**src/rtl/sort_pkg.sv**
```systemverilog
// Shared types and constants for the sequential weight sorter.
//   state_t   : controller states (IDLE, SORT, DONE)
//   SORT_DESC : mode value selecting descending weight order
//   SORT_ASC  : mode value selecting ascending weight order
package sort_pkg;

   typedef enum logic [1:0] {
      IDLE = 2'd0,
      SORT = 2'd1,
      DONE = 2'd2
   } state_t;

   localparam logic SORT_DESC = 1'b0;
   localparam logic SORT_ASC  = 1'b1;

endpackage

```
**src/rtl/sort_seq_ip_if.sv**
```systemverilog
// Bundle-in / sorted-bundle-out handshake bus for sort_seq_ip.
//   in_valid/in_ready       : input bundle handshake
//   in_mode                 : 0 descending, 1 ascending
//   in_character, in_weight : N packed elements, element i at [i*W +: W]
//   out_valid/out_ready     : result handshake
//   out_character/weight    : N packed slots, slot 0 in the MSB field
interface sort_seq_ip_if #(
   parameter int unsigned N        = 8,
   parameter int unsigned CHAR_W   = 4,
   parameter int unsigned WEIGHT_W = 5
);
   logic                  in_valid;
   logic                  in_ready;
   logic                  in_mode;
   logic [N*CHAR_W-1:0]   in_character;
   logic [N*WEIGHT_W-1:0] in_weight;
   logic                  out_valid;
   logic                  out_ready;
   logic [N*CHAR_W-1:0]   out_character;
   logic [N*WEIGHT_W-1:0] out_weight;

   modport master (
      output in_valid, in_mode, in_character, in_weight, out_ready,
      input  in_ready, out_valid, out_character, out_weight
   );

   modport slave (
      input  in_valid, in_mode, in_character, in_weight, out_ready,
      output in_ready, out_valid, out_character, out_weight
   );
endinterface

```
**src/rtl/sort_cas.sv**
```systemverilog
// Compare-exchange cell: orders one adjacent slot pair by weight.
//   mode                 : SORT_DESC or SORT_ASC
//   a_* / b_*            : lower slot (s) and upper slot (s+1) inputs
//   lo_*_c / hi_*_c      : values for slot s and slot s+1 after exchange
// Swaps only on strict disorder, which keeps the network stable.
module sort_cas
   import sort_pkg::*;
#(
   parameter int unsigned CHAR_W   = 4,
   parameter int unsigned WEIGHT_W = 5
) (
   input  logic                mode,
   input  logic [CHAR_W-1:0]   a_char,
   input  logic [WEIGHT_W-1:0] a_weight,
   input  logic [CHAR_W-1:0]   b_char,
   input  logic [WEIGHT_W-1:0] b_weight,
   output logic [CHAR_W-1:0]   lo_char_c,
   output logic [WEIGHT_W-1:0] lo_weight_c,
   output logic [CHAR_W-1:0]   hi_char_c,
   output logic [WEIGHT_W-1:0] hi_weight_c
);
   logic swap_c;

   always_comb begin
      swap_c = (mode == SORT_ASC) ? (a_weight > b_weight) : (a_weight < b_weight);
   end

   assign lo_char_c   = swap_c ? b_char   : a_char;
   assign lo_weight_c = swap_c ? b_weight : a_weight;
   assign hi_char_c   = swap_c ? a_char   : b_char;
   assign hi_weight_c = swap_c ? a_weight : b_weight;
endmodule

```
**src/rtl/sort_seq_ip.sv**
```systemverilog
// Sequential odd-even transposition sorter, one phase per clock.
//   clk, rst_n : clock and asynchronous active-low reset
//   bus        : sort_seq_ip_if slave (bundle in, sorted bundle out)
// Slot s is loaded from element N-1-s, so the output packing matches
// the input packing until phases reorder it.
module sort_seq_ip
   import sort_pkg::*;
#(
   parameter int unsigned N        = 8,
   parameter int unsigned CHAR_W   = 4,
   parameter int unsigned WEIGHT_W = 5
) (
   input  logic         clk,
   input  logic         rst_n,
   sort_seq_ip_if.slave bus
);
   localparam int unsigned PHASE_W = $clog2(N) + 1;
   localparam int unsigned N_EVEN  = N / 2;
   localparam int unsigned N_ODD   = (N - 1) / 2;

   state_t               state, state_d;
   logic [PHASE_W-1:0]   phase;
   logic                 mode;
   logic [CHAR_W-1:0]    slot_char   [N];
   logic [WEIGHT_W-1:0]  slot_weight [N];
   logic [CHAR_W-1:0]    ev_char     [N];
   logic [WEIGHT_W-1:0]  ev_weight   [N];
   logic [CHAR_W-1:0]    od_char     [N];
   logic [WEIGHT_W-1:0]  od_weight   [N];
   logic                 accept_c;
   logic                 last_phase_c;

   assign accept_c     = (state == IDLE) && bus.in_valid;
   assign last_phase_c = (phase == PHASE_W'(N - 1));

   // State register
   always_ff @(posedge clk or negedge rst_n) begin
      if (!rst_n) state <= IDLE;
      else        state <= state_d;
   end

   // Next-state decode
   always_comb begin
      state_d = state;
      case (state)
         IDLE:    if (bus.in_valid)  state_d = SORT;
         SORT:    if (last_phase_c)  state_d = DONE;
         DONE:    if (bus.out_ready) state_d = IDLE;
         default: state_d = IDLE;
      endcase
   end

   // Even-phase network: pairs (0,1), (2,3), ...; odd N leaves the top slot alone
   for (genvar k = 0; k < N_EVEN; k++) begin : g_even
      sort_cas #(.CHAR_W(CHAR_W), .WEIGHT_W(WEIGHT_W)) u_cas (
         .mode        (mode),
         .a_char      (slot_char[2*k]),
         .a_weight    (slot_weight[2*k]),
         .b_char      (slot_char[2*k+1]),
         .b_weight    (slot_weight[2*k+1]),
         .lo_char_c   (ev_char[2*k]),
         .lo_weight_c (ev_weight[2*k]),
         .hi_char_c   (ev_char[2*k+1]),
         .hi_weight_c (ev_weight[2*k+1])
      );
   end
   if (N % 2 == 1) begin : g_even_tail
      assign ev_char[N-1]   = slot_char[N-1];
      assign ev_weight[N-1] = slot_weight[N-1];
   end

   // Odd-phase network: pairs (1,2), (3,4), ...; slot 0 always holds
   assign od_char[0]   = slot_char[0];
   assign od_weight[0] = slot_weight[0];
   for (genvar k = 0; k < N_ODD; k++) begin : g_odd
      sort_cas #(.CHAR_W(CHAR_W), .WEIGHT_W(WEIGHT_W)) u_cas (
         .mode        (mode),
         .a_char      (slot_char[2*k+1]),
         .a_weight    (slot_weight[2*k+1]),
         .b_char      (slot_char[2*k+2]),
         .b_weight    (slot_weight[2*k+2]),
         .lo_char_c   (od_char[2*k+1]),
         .lo_weight_c (od_weight[2*k+1]),
         .hi_char_c   (od_char[2*k+2]),
         .hi_weight_c (od_weight[2*k+2])
      );
   end
   if (N % 2 == 0) begin : g_odd_tail
      assign od_char[N-1]   = slot_char[N-1];
      assign od_weight[N-1] = slot_weight[N-1];
   end

   // Slot registers, latched mode and phase counter
   always_ff @(posedge clk or negedge rst_n) begin
      if (!rst_n) begin
         phase <= '0;
         mode  <= SORT_DESC;
         for (int unsigned s = 0; s < N; s++) begin
            slot_char[s]   <= '0;
            slot_weight[s] <= '0;
         end
      end else if (accept_c) begin
         phase <= '0;
         mode  <= bus.in_mode;
         for (int unsigned s = 0; s < N; s++) begin
            slot_char[s]   <= bus.in_character[(N-1-s)*CHAR_W +: CHAR_W];
            slot_weight[s] <= bus.in_weight[(N-1-s)*WEIGHT_W +: WEIGHT_W];
         end
      end else if (state == SORT) begin
         phase <= phase + PHASE_W'(1);
         for (int unsigned s = 0; s < N; s++) begin
            slot_char[s]   <= phase[0] ? od_char[s]   : ev_char[s];
            slot_weight[s] <= phase[0] ? od_weight[s] : ev_weight[s];
         end
      end
   end

   // Outputs come straight from registers
   assign bus.in_ready  = (state == IDLE);
   assign bus.out_valid = (state == DONE);
   for (genvar s = 0; s < N; s++) begin : g_out
      assign bus.out_character[(N-1-s)*CHAR_W +: CHAR_W]     = slot_char[s];
      assign bus.out_weight[(N-1-s)*WEIGHT_W +: WEIGHT_W]    = slot_weight[s];
   end
endmodule

```
**src/flat_wrapper.sv**
```systemverilog
// flat-port wrapper written by rule: the top's interface ports become plain ports
module sort_seq_ip_flat import sort_pkg::*;
#(
   parameter int unsigned N        = 8,
   parameter int unsigned CHAR_W   = 4,
   parameter int unsigned WEIGHT_W = 5
)
  (clk, rst_n, bus_in_valid, bus_in_mode, bus_in_character, bus_in_weight, bus_out_ready, bus_in_ready, bus_out_valid, bus_out_character, bus_out_weight);
  sort_seq_ip_if #(.N(N), .CHAR_W(CHAR_W), .WEIGHT_W(WEIGHT_W)) bus_i ();
  input  logic clk;
  input  logic rst_n;
  input wire logic [$bits(bus_i.in_valid)-1:0] bus_in_valid;
  input wire logic [$bits(bus_i.in_mode)-1:0] bus_in_mode;
  input wire logic [$bits(bus_i.in_character)-1:0] bus_in_character;
  input wire logic [$bits(bus_i.in_weight)-1:0] bus_in_weight;
  input wire logic [$bits(bus_i.out_ready)-1:0] bus_out_ready;
  output wire logic [$bits(bus_i.in_ready)-1:0] bus_in_ready;
  output wire logic [$bits(bus_i.out_valid)-1:0] bus_out_valid;
  output wire logic [$bits(bus_i.out_character)-1:0] bus_out_character;
  output wire logic [$bits(bus_i.out_weight)-1:0] bus_out_weight;
  assign bus_i.in_valid = bus_in_valid;
  assign bus_i.in_mode = bus_in_mode;
  assign bus_i.in_character = bus_in_character;
  assign bus_i.in_weight = bus_in_weight;
  assign bus_i.out_ready = bus_out_ready;
  assign bus_in_ready = bus_i.in_ready;
  assign bus_out_valid = bus_i.out_valid;
  assign bus_out_character = bus_i.out_character;
  assign bus_out_weight = bus_i.out_weight;
  sort_seq_ip #(.N(N), .CHAR_W(CHAR_W), .WEIGHT_W(WEIGHT_W)) u_core (.clk(clk), .rst_n(rst_n), .bus(bus_i));
endmodule
```
**config.mk**
```make
export PLATFORM = sky130hd
export DESIGN_NAME = sort_seq_ip_flat
export DESIGN_NICKNAME = d
export VERILOG_FILES = /design/src/rtl/sort_pkg.sv /design/src/rtl/sort_seq_ip_if.sv /design/src/rtl/sort_cas.sv /design/src/rtl/sort_seq_ip.sv /design/src/flat_wrapper.sv
export SDC_FILE = /design/constraint.sdc
export NUM_CORES = 1
export LEC_CHECK = 0
export ABC_CLOCK_PERIOD_IN_PS = 4000
export CAP_MARGIN = 20
export CORE_MARGIN = 4
export CORE_UTILIZATION = 53
export CTS_CLUSTER_DIAMETER = 120
export DETAILED_ROUTE_END_ITERATION = 8
export HOLD_SLACK_MARGIN = 0.12
export PLACE_DENSITY = 0.91
export SETUP_SLACK_MARGIN = 0.4
export SLEW_MARGIN = 25
export SYNTH_ARGS = -nofsm -noshare
export SYNTH_HDL_FRONTEND = slang
export SYNTH_SLANG_ARGS = --single-unit
export TNS_END_PERCENT = 1
```
**constraint.sdc**
```tcl
create_clock -name clk -period 4 [get_ports clk]
set_input_delay 0.4 -clock clk [delete_from_list [all_inputs] [get_ports clk]]
set_output_delay 0.4 -clock clk [all_outputs]
set_load 0.005 [all_outputs]
```
Word level (Yosys, flattened, before mapping):

Cells that the tools add are included.

* flip-flop bits (word level): 79
* bits of input ports: 77
* output and inout bits: 74
* word-level logic and storage cells: 123

* add/subtract/negate cells: 1
* order comparisons: 14
* equal/unequal tests: 10
* muxes and demuxes: 61
* reduce and logical (&&, ||, !) cells: 18

Operators by type and width (number)
* $mux W5: 22
* $mux W4: 24
* $mux W40: 2
* $mux W32: 2
* $gt A5 B5 Y1: 7
* $lt A5 B5 Y1: 7
* $reduce_and A3 Y1: 9
* $reduce_bool A3 Y1: 4
* $ne A3 B3 Y1 const B: 3
* $mux W1: 7
* $mux W2: 3
* $ne A2 B2 Y1 const B: 3
* $pmux W2 S3: 1
* $reduce_bool A2 Y1: 3
* $add A4 B1 Y4 const B: 1
* $eq A4 B3 Y1 const B: 1
* $eq A2 B1 Y1 const B: 1
* $eq A2 B2 Y1 const B: 1
* $logic_not A2 Y1: 1
* $ne A2 B1 Y1 const B: 1
* $logic_and A1 B1 Y1: 1

Depth between registers and ports, before layout:

Gate-level depths: netlist (run 1).

* word-level depth: 6
* mapped depth: 9
* gate-level depth less buffers: 8

Cells and area by module:

From an unflattened synthesis (run 1), not the netlist that was laid out.

* cells, all modules: 1232
* area, all modules: 9465.3 µm²

By module, submodules not included
* sort_cas: times used 7, cells an instance 108, area each 721.9 µm², seq. area each 0.0 µm²
* sort_seq_ip: times used 1, cells an instance 476, area each 4411.7 µm², seq. area each 1976.9 µm²

Worst setup path after synthesis (run 1):

Ideal clock, no wire load.

* path type: register to register
* start point: reg u_core.slot_weight (netlist bit u_core.bus.out_weight[29])
* end point: reg u_core.slot_char (netlist bit u_core.bus.out_character[24])
* setup time: 125 ps
* arrival: 2129 ps
* data required time: 3875 ps
* slack: 1746 ps
* stages on the path, launching flop included: 9
* path buffers: 0
* clock period less this slack: 2254 ps
* cells stage by stage: dfrtp_1 inv_1 ha_1 nand4_1 o21ai_0 and3_1 o21ai_0 a21oi_2 mux2_2

* longest elaborated chain between the ends: 4
* elaborated cells between the ends (all ways): 5
* those cells by class: 2 x order compare; 1 x eq/ne; 1 x mux; 1 x reduce/logical

RTL lines
* start: declaration: RTL line sort_seq_ip.sv:25 `logic [WEIGHT_W-1:0] slot_weight [N];`
* start signal: indexed assignment: RTL line sort_seq_ip.sv:107 `slot_weight[s] <= bus.in_weight[(N-1-s)*WEIGHT_W +: WEIGHT_W];`
* start signal: indexed assignment: RTL line sort_seq_ip.sv:113 `slot_weight[s] <= phase[0] ? od_weight[s] : ev_weight[s];`
* $lt A5 B5 Y1 or $gt A5 B5 Y1 (tied branches): RTL line sort_cas.sv:25 `swap_c = (mode == SORT_ASC) ? (a_weight > b_weight) : (a_weight < b_weight);`
* $mux W1 *: RTL line sort_cas.sv:25
* $ne A3 B3 Y1 (no source line) *
* $reduce_and A3 Y1 (no source line) *
* end signal: indexed assignment: RTL line sort_seq_ip.sv:106 `slot_char[s] <= bus.in_character[(N-1-s)*CHAR_W +: CHAR_W];`
* end signal: indexed assignment: RTL line sort_seq_ip.sv:112 `slot_char[s] <= phase[0] ? od_char[s] : ev_char[s];`
* end: declaration: RTL line sort_seq_ip.sv:24 `logic [CHAR_W-1:0] slot_char [N];`

Mark *: on every way between the ends. The rest lies on a longest branch, timed or not.
A chain may end at the register's enable or synchronous reset.

Worst setup path after layout (run 1):

* start point: reg u_core.slot_weight (netlist bit u_core.bus.out_weight[7])
* end point: reg u_core.slot_char (netlist bit u_core.bus.out_character[6])

* longest elaborated chain between the ends: 4
* elaborated cells between the ends (all ways): 9
* those cells by class: 4 x order compare; 1 x eq/ne; 2 x mux; 2 x reduce/logical

RTL lines (RTL line)
* $lt A5 B5 Y1 or $gt A5 B5 Y1 (tied branches): sort_cas.sv:25
* $mux W1: sort_cas.sv:25
* $ne A3 B3 Y1 (no source line) or $reduce_bool A3 Y1 (tied branches)
* $reduce_and A3 Y1 (no source line) *

Marked as above.

==> summary.md, run 1 <==
| Metric | Value |
|---|---|
| Post-DP HPWL | `11.8 mm` |
| Final setup margin | `1.23 ns` |
| Util after Layout | `0.733` |
| Ys async rst share | `1.00` |
| Final ANT Viol Nets | `0` |
| I/O Buffers | `150` |
| Worst path max stage delay | `0.53 ns` |
| Antenna violations before repair | `0` |
| Placeable Area | `0.00977 mm2` |
| YS warnings | `0` |
| Synth top area share | `0.373` |
| Cells on worst reg2reg path | `8` |
| Drt drc | `0` |
| Vias in the first global route | `5284` |
| Worst-path clk slew | `0.09 ns` |
| Clk_lat worst skew | `0.36 ns` |
| Max VDD drop | `478 uV` |
| Via-to-Cell Ratio | `5.95` |
| Top_reg_cell synth | `dfrtp_1` |
| Tmin final | `2.77 ns` |
| Via count | `5070` |
| Run status | `completed` |
| Cell count after synthesis | `576` |
| Total negative slack | `0 ns` |
| Final Hold Fails | `0` |
| EDFF count, synth | `0` |
| Hold_buf cts | `0` |
| Worst path top cell family by delay | `compound AO/OA/AOI/OAI gates` |
| # diodes | `0` |
| Cell area after layout | `0.00717 mm2` |
| Peak Freq | `361 MHz` |
| Seq cells post-synth | `79` |
| Yosys cell types | `37` |
| Die Span Y | `108 um` |
| Root buffer cell | `clkbuf_8` |
| Area Overhead vs Synth | `35.1%` |
| Worst R2R End | `u_core.bus.out_character[6]` |
| Clk sinks | `79` |
| Final WL | `16.1 mm` |
| DRT Pass-1 Iters | `5` |
| DP Worst Slack | `1.10 ns` |
| TritonCTS Buffers | `9` |
| GPL Wtd Cong | `0.902` |
| 1st-iter DRT viols | `334` |
| Placed cell areas | `0.00689 mm2` |
| Sequential share of the synthesized area | `0.373` |
| Crit path max-delay cell type | `a22o_1` |
| Horiz. Die Dim | `108 um` |
| Final period util | `0.692` |
| Layout cell share with drive strength beyond 1 | `0.0793` |
| Total Die Area | `0.0117 mm2` |
| Total gr overflow | `0` |
| Largest net degree at the start of global routing | `80` |
| Num rows | `36` |
| Hold Crit Class | `in2async` |
| Overall Global Routing Usage | `0.277` |
| # Post-CTS Setup Buffers | `0` |
| Power Total | `7.10 mW` |
| Fin cells | `852` |
| Critical path class | `reg2reg` |
| CTS resizes | `0` |
| Initial core utilization | `0.543` |
| Syn Nets | `689` |
| Max Buffers Root-to-Sink | `2` |
| TritonCTS clock tree | `yes` |
| Hold WS | `0.0705 ns` |
| Syn Std Cell Area | `0.00531 mm2` |
| Synth area leaders | `dfrtp_1 37%, mux2i_1 18%, ha_1 8.5%, o21ai_0 5.5%, mux2_2 5.1%` |
| First-pass GRT wire length | `25.7 mm` |
| Max Cap Violations | `0` |
| Buf+Inv Stages, Crit Path | `1` |
| Routed wire per std cell | `18.9 um` |
| RSZ-0062 raised after global routing | `no` |
| Crit path DAT | `3.01 ns` |
| Synth area leader | `dfrtp_1` |
| Final Max Slew Viols | `0` |
| IO Pins | `151` |
| Crit path launch type | `flip-flop` |
| Standby leakage power | `3.29 nW` |
| Nets | `827` |
| R2R Setup Slk | `1.23 ns` |
| Endpoints failing setup | `0` |
| Placed cells | `836` |
| Pwr dens | `990 mW/mm2` |
| Slew @ Worst Pin | `0.986 ns` |
| Cell mode on critical path | `o21ai_0` |
| Syn Area/Cell | `9.21 um2` |
| R2R Path Start | `u_core.bus.out_weight[7]` |
| H-tree depth | `3` |
| Endpoint class of the critical path | `flip-flop` |
| Worst path required time | `4.24 ns` |
| CP Cell Sequence | `inv_1, ha_1, nand4_1, o21ai_0, nor3_1, o21ai_0, a22o_1, mux2_2` |
| Slew headroom | `0.343` |
| Worst-path maximum fanout | `9` |
| Skew final | `0.00975 ns` |
worst max path at each step:
stage,from,end,slack (ns),cells after the start
after detailed placement,bus_in_valid,u_core.bus.out_character[24],1.10,6
after global routing,u_core.bus.out_weight[7],u_core.bus.out_character[6],1.08,8
after CTS,u_core.bus.out_weight[7],u_core.bus.out_character[6],1.32,8
after floorplan,u_core.bus.out_weight[29],u_core.bus.out_character[24],1.75,8
final,u_core.bus.out_weight[7],u_core.bus.out_character[6],1.23,8
after global placement,bus_in_valid,u_core.bus.out_character[27],1.17,6
where the power goes:
part	total [mW]	switching (mW)	internal [mW]
registers	1.78	0.561	1.22
clock network	0.755	0.306	0.449
logic	4.56	2.30	2.26
total	7.10	3.17	3.93
sequential cells by signal, indices dropped and copies added (netlist names):
name	cells
u_core.mode	1
u_core.phase	4
u_core.bus.out_character	32
u_core.state	2
u_core.bus.out_weight	40
layer usage:
layer  global-route usage  vias to the layer above  part of all wire
li1                     -                     2298                 -
met1                0.346                     2448              0.41
met2                0.462                      272              0.48
met3               0.0639                       52             0.088
met4                0.115                        0             0.028
met5                    0                        -                 0
Yosys cell counts (all sizes together), types with 4 or more instances:
cell type and instances:
a211oi 6, a21oi 54, a31oi 4, buf 14, clkbuf 14, dfrtp 79
ha 36, inv 44, mux2 24, mux2i 96, nand2 53, nand3 5
nand4 6, nor2 52, nor2b 4, nor3 4, o21ai 60
logic make-up after synthesis:
kind of cell,Yosys count,synth area share
compound gates,136,0.145
simple gates,133,0.111
mux,120,0.232
flops,79,0.373
buf+inv,72,0.0542
fa+ha+maj,36,0.0849
cell type report:
class | count | area, um2
multi-input cells | 425 | 3060
fillers | 681 | 2610
flip-flops and latches | 79 | 1980
repair buffers | 155 | 1540
well taps | 133 | 166
inverters | 44 | 165
clock buffers | 11 | 151
clock inverters | 5 | 104
placed cells by master, fill, tap and decap left out, types with 3 or more instances in the layout:
master	n
nand3_1	5
a31oi_1	4
nand2_1	53
mux2i_1	96
dfrtp_1	78
clkdlybuf4s50_1	149
nor2b_1	4
nor3_1	4
a21oi_1	51
bufinv_16	3
inv_1	44
ha_1	36
mux2_2	24
a211oi_1	6
clkbuf_8	11
nand4_1	6
o21ai_0	58
nor2_1	50
buf_4	5
Power figures use the tool's default switching activity.
==> inputs of run 2 (changes only) <==
--- a/config.mk
+++ b/config.mk
@@ -5,14 +5,14 @@
 export SDC_FILE = /design/constraint.sdc
 export NUM_CORES = 1
 export LEC_CHECK = 0
-export ABC_CLOCK_PERIOD_IN_PS = 4000
+export ABC_CLOCK_PERIOD_IN_PS = 2740
 export CAP_MARGIN = 20
 export CORE_MARGIN = 4
-export CORE_UTILIZATION = 53
+export CORE_UTILIZATION = 49
 export CTS_CLUSTER_DIAMETER = 120
 export DETAILED_ROUTE_END_ITERATION = 8
 export HOLD_SLACK_MARGIN = 0.12
-export PLACE_DENSITY = 0.91
+export PLACE_DENSITY = 0.85
 export SETUP_SLACK_MARGIN = 0.4
 export SLEW_MARGIN = 25
 export SYNTH_ARGS = -nofsm -noshare
==> constraint.sdc (replaced) <==
create_clock -name clk -period 2.74 [get_ports clk]
set_input_delay 0.274 -clock clk [delete_from_list [all_inputs] [get_ports clk]]
set_output_delay 0.274 -clock clk [all_outputs]
set_load 0.005 [all_outputs]
==> run 2 against run 1 <==
  * Cell area is 6.8% higher
  * Register-to-register slack worse by 0.89 ns
  * Setup slack worse by 0.89 ns
  * Die area is 7.6% higher
  * Hold slack better by 0.32 ns
  * Critical path depth is 1 higher
  * Combinational power is 78% higher
  * First-iteration DRC count is 37% higher
  * Sequential share of layout area is 1.6 points lower
==> summary.md, run 2 (synthesized netlist as in run 1, its figures left out) <==
| Metric | Value |
|---|---|
| Nets | `872` |
| Critical path class | `reg2reg` |
| Vias in the first global route | `5412` |
| Hold Crit Class | `in2async` |
| Crit path launch type | `flip-flop` |
| Power Total | `11.6 mW` |
| Standby leakage power | `3.49 nW` |
| Peak Freq | `416 MHz` |
| Worst-path maximum fanout | `4` |
| Final Hold Fails | `0` |
| DP Worst Slack | `0.136 ns` |
| Max Cap Violations | `0` |
| Crit path DAT | `2.65 ns` |
| Run status | `completed` |
| First-pass GRT wire length | `27.0 mm` |
| Max VDD drop | `638 uV` |
| TritonCTS clock tree | `yes` |
| Post-DP HPWL | `12.6 mm` |
| Num rows | `37` |
| Final WL | `18.2 mm` |
| Area Overhead vs Synth | `44.3%` |
| Skew final | `0.0110 ns` |
| DRT Pass-1 Iters | `5` |
| Final setup margin | `0.337 ns` |
| 1st-iter DRT viols | `456` |
| Most used routing layer in global routing | `met2` |
| Tmin final | `2.40 ns` |
| Die Span Y | `112 um` |
| Util after Layout | `0.735` |
| Via count | `5285` |
| Slew headroom | `0.629` |
| Fillers | `722` |
| Via-to-Cell Ratio | `5.87` |
| Antenna violations before repair | `0` |
| Largest net degree at the start of global routing | `96` |
| Slew @ Worst Pin | `0.556 ns` |
| Most frequent cells in the layout | `149 x clkdlybuf4s50_1, 94 x mux2i_1, 66 x dfrtp_1, 53 x nand2_1` |
| Clk sinks | `79` |
| Max reg flops | `40` |
| Final ANT Viol Nets | `0` |
| Layout cell share with drive strength beyond 1 | `0.175` |
| Root buffer cell | `clkbuf_8` |
| Max Buffers Root-to-Sink | `2` |
| Endpoint class of the critical path | `flip-flop` |
| # diodes | `0` |
| Final period util | `0.877` |
| Horiz. Die Dim | `112 um` |
| Overall Global Routing Usage | `0.266` |
| Initial core utilization | `0.509` |
| H-tree depth | `3` |
| Pwr dens | `1510 mW/mm2` |
| GPL Wtd Cong | `0.870` |
| Worst-path clk slew | `0.10 ns` |
| Total Die Area | `0.0126 mm2` |
| Clk_lat worst skew | `0.37 ns` |
| Total gr overflow | `0` |
| Placeable Area | `0.0104 mm2` |
| Total negative slack | `0 ns` |
| Drt drc | `0` |
| Endpoints failing setup | `0` |
| Routed wire per std cell | `20.2 um` |
| Worst path required time | `2.99 ns` |
| Met3 Use GR | `0.0760` |
| RSZ-0062 raised after global routing | `yes` |
| I/O Buffers | `150` |
| Final Max Slew Viols | `0` |
| IO Pins | `151` |
| Commonest non-fill, non-tap cell in the layout | `clkdlybuf4s50_1` |
| TritonCTS Buffers | `9` |
| Met1 Track Usage GR | `0.331` |
| GR Util met2 | `0.446` |
## run 2: cell types whose count changed in the layout (fill, tap and decap cells not counted), sizes merged
cell         delta
buf            +44
inv             +2
bufinv          -2
clkinvlp        +2
dlygate4sd3     +1
clkbuf          -2
## run 2: layout make-up
class	count	area, um2	area share
multi-input cells	425	3200	0.418
flip-flops and latches	79	1990	0.260
repair buffers	200	1920	0.251
well taps	136	170	0.0222
inverters	44	165	0.0216
clock buffers	9	124	0.0162
clock inverters	7	80.1	0.0105
## run 2: worst max-delay path, cell delays in order (launching register included)
cell and delay [ns]:
dfrtp_2 0.44, inv_1 0.11, ha_4 0.28, nand2_1 0.08, a311o_1 0.40, o21ai_1 0.22
o21ai_2 0.14, a21oi_4 0.16, buf_6 0.15, mux2_4 0.31
## run 2: what timing repair did
action	4_1_cts	5_1_grt
setup buffers	3	25
pin swaps	1	7
hold buffers	1	0
endpoints found under the hold margin	29	0
endpoints found under the setup margin	49	49
gates resized for setup	3	47
## run 2: worst paths after layout
path	from	endpoint	slack, ns	depth (start not counted)
min	rst_n	u_core.bus.out_character[1]	0.39	2
min reg2reg	u_core.phase[3]	u_core.phase[3]	0.50	1
max	u_core.bus.out_weight[13]	u_core.bus.out_character[8]	0.34	9
max reg2reg	u_core.bus.out_weight[13]	u_core.bus.out_character[8]	0.34	9
min in group clk	u_core.phase[3]	u_core.phase[3]	0.50	1
max in group asynchronous	rst_n	u_core.bus.out_weight[25]	1.73	3
## run 2: routing by layer
metal | part of all wire | vias up
li1 | - | 2397
met1 | 0.39 | 2546
met2 | 0.49 | 290
met3 | 0.090 | 52
met4 | 0.031 | 0
met5 | 0 | -
## run 2: through the flow
stage,hold slack [ns],cell area [um2],cells
2_1_floorplan,-0.0216,5310,576
3_3_place_gp,0.234,7040,855
3_5_place_dp,0.244,7040,855
4_1_cts,0.397,7280,875
5_1_grt,0.430,7660,900
6_report,0.388,7660,900
## run 2: power breakdown
| group | switching (mW) | internal, mW |
|---|---|---|
| combinational | 3.95 | 4.17 |
| clock | 0.498 | 0.431 |
| sequential | 0.728 | 1.80 |
| total | 5.18 | 6.40 |
==> inputs of run 3 (changes only) <==
--- a/config.mk
+++ b/config.mk
@@ -5,7 +5,7 @@
 export SDC_FILE = /design/constraint.sdc
 export NUM_CORES = 1
 export LEC_CHECK = 0
-export ABC_CLOCK_PERIOD_IN_PS = 2740
+export ABC_CLOCK_PERIOD_IN_PS = 2700
 export CAP_MARGIN = 20
 export CORE_MARGIN = 4
 export CORE_UTILIZATION = 49
==> constraint.sdc (replaced) <==
create_clock -name clk -period 2.7 [get_ports clk]
set_input_delay 0.27 -clock clk [delete_from_list [all_inputs] [get_ports clk]]
set_output_delay 0.27 -clock clk [all_outputs]
set_load 0.005 [all_outputs]
==> run 3 against run 2 <==
  * Clock skew grew 0.0015 ns
  * Non-clock buffer count shrank 18
  * Cell count shrank 2.0%
  * Clock power shrank 14%
  * Sequential power grew 2%
  * Clock-buffer cell count grew 2
  * Hold slack gained 0.060 ns
  * Critical endpoint is now u_core.bus.out_weight[18]
  * Largest power group unchanged
==> summary.md, run 3 (synthesized netlist as in run 1, its figures left out) <==
| Metric | Value |
|---|---|
| Die Span Y | `112 um` |
| Max Used Layer | `met4` |
| Peak Freq | `423 MHz` |
| Initial core utilization | `0.509` |
| I/O Buffers | `150` |
| Endpoints failing setup | `0` |
| Nets | `854` |
| Final Hold Fails | `0` |
| Layout cell share with drive strength beyond 1 | `0.148` |
| Skew final | `0.0125 ns` |
| Worst-path maximum fanout | `5` |
| Crit path DAT | `2.62 ns` |
| Clk pwr share | `0.072` |
| Clk sinks | `79` |
| GPL Wtd Cong | `0.915` |
| Internal power | `6.08 mW` |
| Met2 Routed Length | `7.80 mm` |
| Slew @ Worst Pin | `0.703 ns` |
| Crit path launch type | `flip-flop` |
| Final Max Slew Viols | `0` |
| Commonest non-fill, non-tap cell in the layout | `clkdlybuf4s50_1` |
| Hold Crit Class | `in2async` |
| Via-to-Cell Ratio | `5.83` |
| Antenna violations before repair | `0` |
| Post-DP HPWL | `11.9 mm` |
| Area Overhead vs Synth | `40.0%` |
| IO Pins | `151` |
| Total negative slack | `0 ns` |
| Final period util | `0.875` |
| Overall Global Routing Usage | `0.255` |
| Via count | `5138` |
| Max reg flops | `40` |
| Total Die Area | `0.0126 mm2` |
| Pwr dens | `1480 mW/mm2` |
| TritonCTS Buffers | `9` |
| Endpoint class of the critical path | `flip-flop` |
| Drt drc | `0` |
| Critical path class | `reg2reg` |
| Largest net degree at the start of global routing | `126` |
| Placeable Area | `0.0104 mm2` |
| Tmin final | `2.36 ns` |
| 1st-iter DRT viols | `372` |
| Slew headroom | `0.531` |
| Run status | `completed` |
| RSZ-0062 raised after global routing | `yes` |
| Most frequent cells in the layout | `149 x clkdlybuf4s50_1, 94 x mux2i_1, 63 x dfrtp_1, 53 x nand2_1, 52 x o21ai_0` |
| Clk_lat worst skew | `0.36 ns` |
| Total gr overflow | `0` |
| Horiz. Die Dim | `112 um` |
| Max Buffers Root-to-Sink | `2` |
| Routed met1 length | `6.65 mm` |
| TritonCTS clock tree | `yes` |
| Routed wire per std cell | `18.6 um` |
| Vias in the first global route | `5202` |
| Worst-path clk slew | `0.09 ns` |
| Comb power frac | `0.692` |
| Standby leakage power | `3.38 nW` |
| DRT Pass-1 Iters | `9` |
| Fillers | `738` |
| Root buffer cell | `clkbuf_8` |
| Max Cap Violations | `0` |
| Switching Share | `0.446` |
| Power share of the sequential group | `0.236` |
| Final WL | `16.4 mm` |
| Max VDD drop | `679 uV` |
| First-pass GRT wire length | `26.0 mm` |
| Worst path required time | `2.96 ns` |
| Fin cells | `882` |
| DR WL met3 | `1.54 mm` |
| H-tree depth | `3` |
| Num rows | `37` |
| Net Sw Power | `4.89 mW` |
| Placed cells | `849` |
| Final ANT Viol Nets | `0` |
-- run 3: final timing paths --
check	start	endpoint	slack, ns	depth (start not counted)
setup reg to reg	u_core.bus.out_weight[12]	u_core.bus.out_weight[18]	0.34	9
hold reg to reg	u_core.bus.out_character[0]	u_core.bus.out_character[0]	0.51	2
setup / recovery	u_core.bus.out_weight[12]	u_core.bus.out_weight[18]	0.34	9
hold / removal	rst_n	u_core.bus.out_character[3]	0.45	2
max in group asynchronous	rst_n	u_core.bus.out_weight[27]	1.61	3
min in group clk	u_core.bus.out_character[0]	u_core.bus.out_character[0]	0.51	2
-- run 3: critical path: stages (launching register included) --
cell	delay [ns]
dfrtp_2	0.41
inv_1	0.07
ha_1	0.34
nand4_1	0.15
o21ai_2	0.21
mux2i_2	0.30
o21ai_4	0.11
nor2_4	0.26
buf_12	0.16
mux2i_1	0.24
-- run 3: layout make-up --
type / count / area, um2 / share of cell area
Inverter: 44 / 165 / 0.0222
Clock buffer: 11 / 141 / 0.0190
Clock inverter: 4 / 22.5 / 0.00303
Tap cell: 136 / 170 / 0.0229
Multi-Input combinational cell: 425 / 3140 / 0.422
Timing Repair Buffer: 182 / 1790 / 0.241
Antenna cell: 1 / 2.50 / 0.000337
Sequential cell: 79 / 2000 / 0.269
-- run 3: power groups by stage --
stage                     sequential (mW)  clock, mW  combinational, mW
final                                2.58      0.795               7.60
after global routing                 2.65      0.851               8.30
after floorplan                      2.34          0               4.47
after detailed placement             2.58          0               6.86
after CTS                            2.56      0.799               7.17
after global placement               2.56          0               6.55
-- run 3: stage by stage --
stage / setup WS (ns) / util / power (mW) / cell area, um2 / hold slack [ns]
4_1_cts: 0.383 / 0.697 / 10.5 / 7260 / 0.480
2_1_floorplan: 0.446 / - / 6.81 / 5310 / -0.0256
3_5_place_dp: 0.146 / 0.672 / 9.43 / 7000 / 0.339
5_1_grt: 0.245 / 0.713 / 11.8 / 7420 / 0.514
6_report: 0.337 / 0.713 / 11.0 / 7420 / 0.448
3_3_place_gp: 0.191 / 0.672 / 9.11 / 7000 / 0.330
-- run 3: metal layers --
| layer | vias to the layer above | track usage |
|---|---|---|
| met4 | 0 | 0.0954 |
| met3 | 47 | 0.0733 |
| met2 | 304 | 0.415 |
| met1 | 2422 | 0.324 |
| met5 | - | 0 |
| li1 | 2365 | - |
-- run 3: repair_timing --
action | 4_1_cts | 5_1_grt
cloned | 0 | 0
endpoints found under the setup margin | 44 | 55
hold endpoints to repair | 47 | 0
gates resized for setup | 15 | 24
hold buffers | 1 | 0
buffers inserted | 7 | 9
pin swaps | 4 | 7
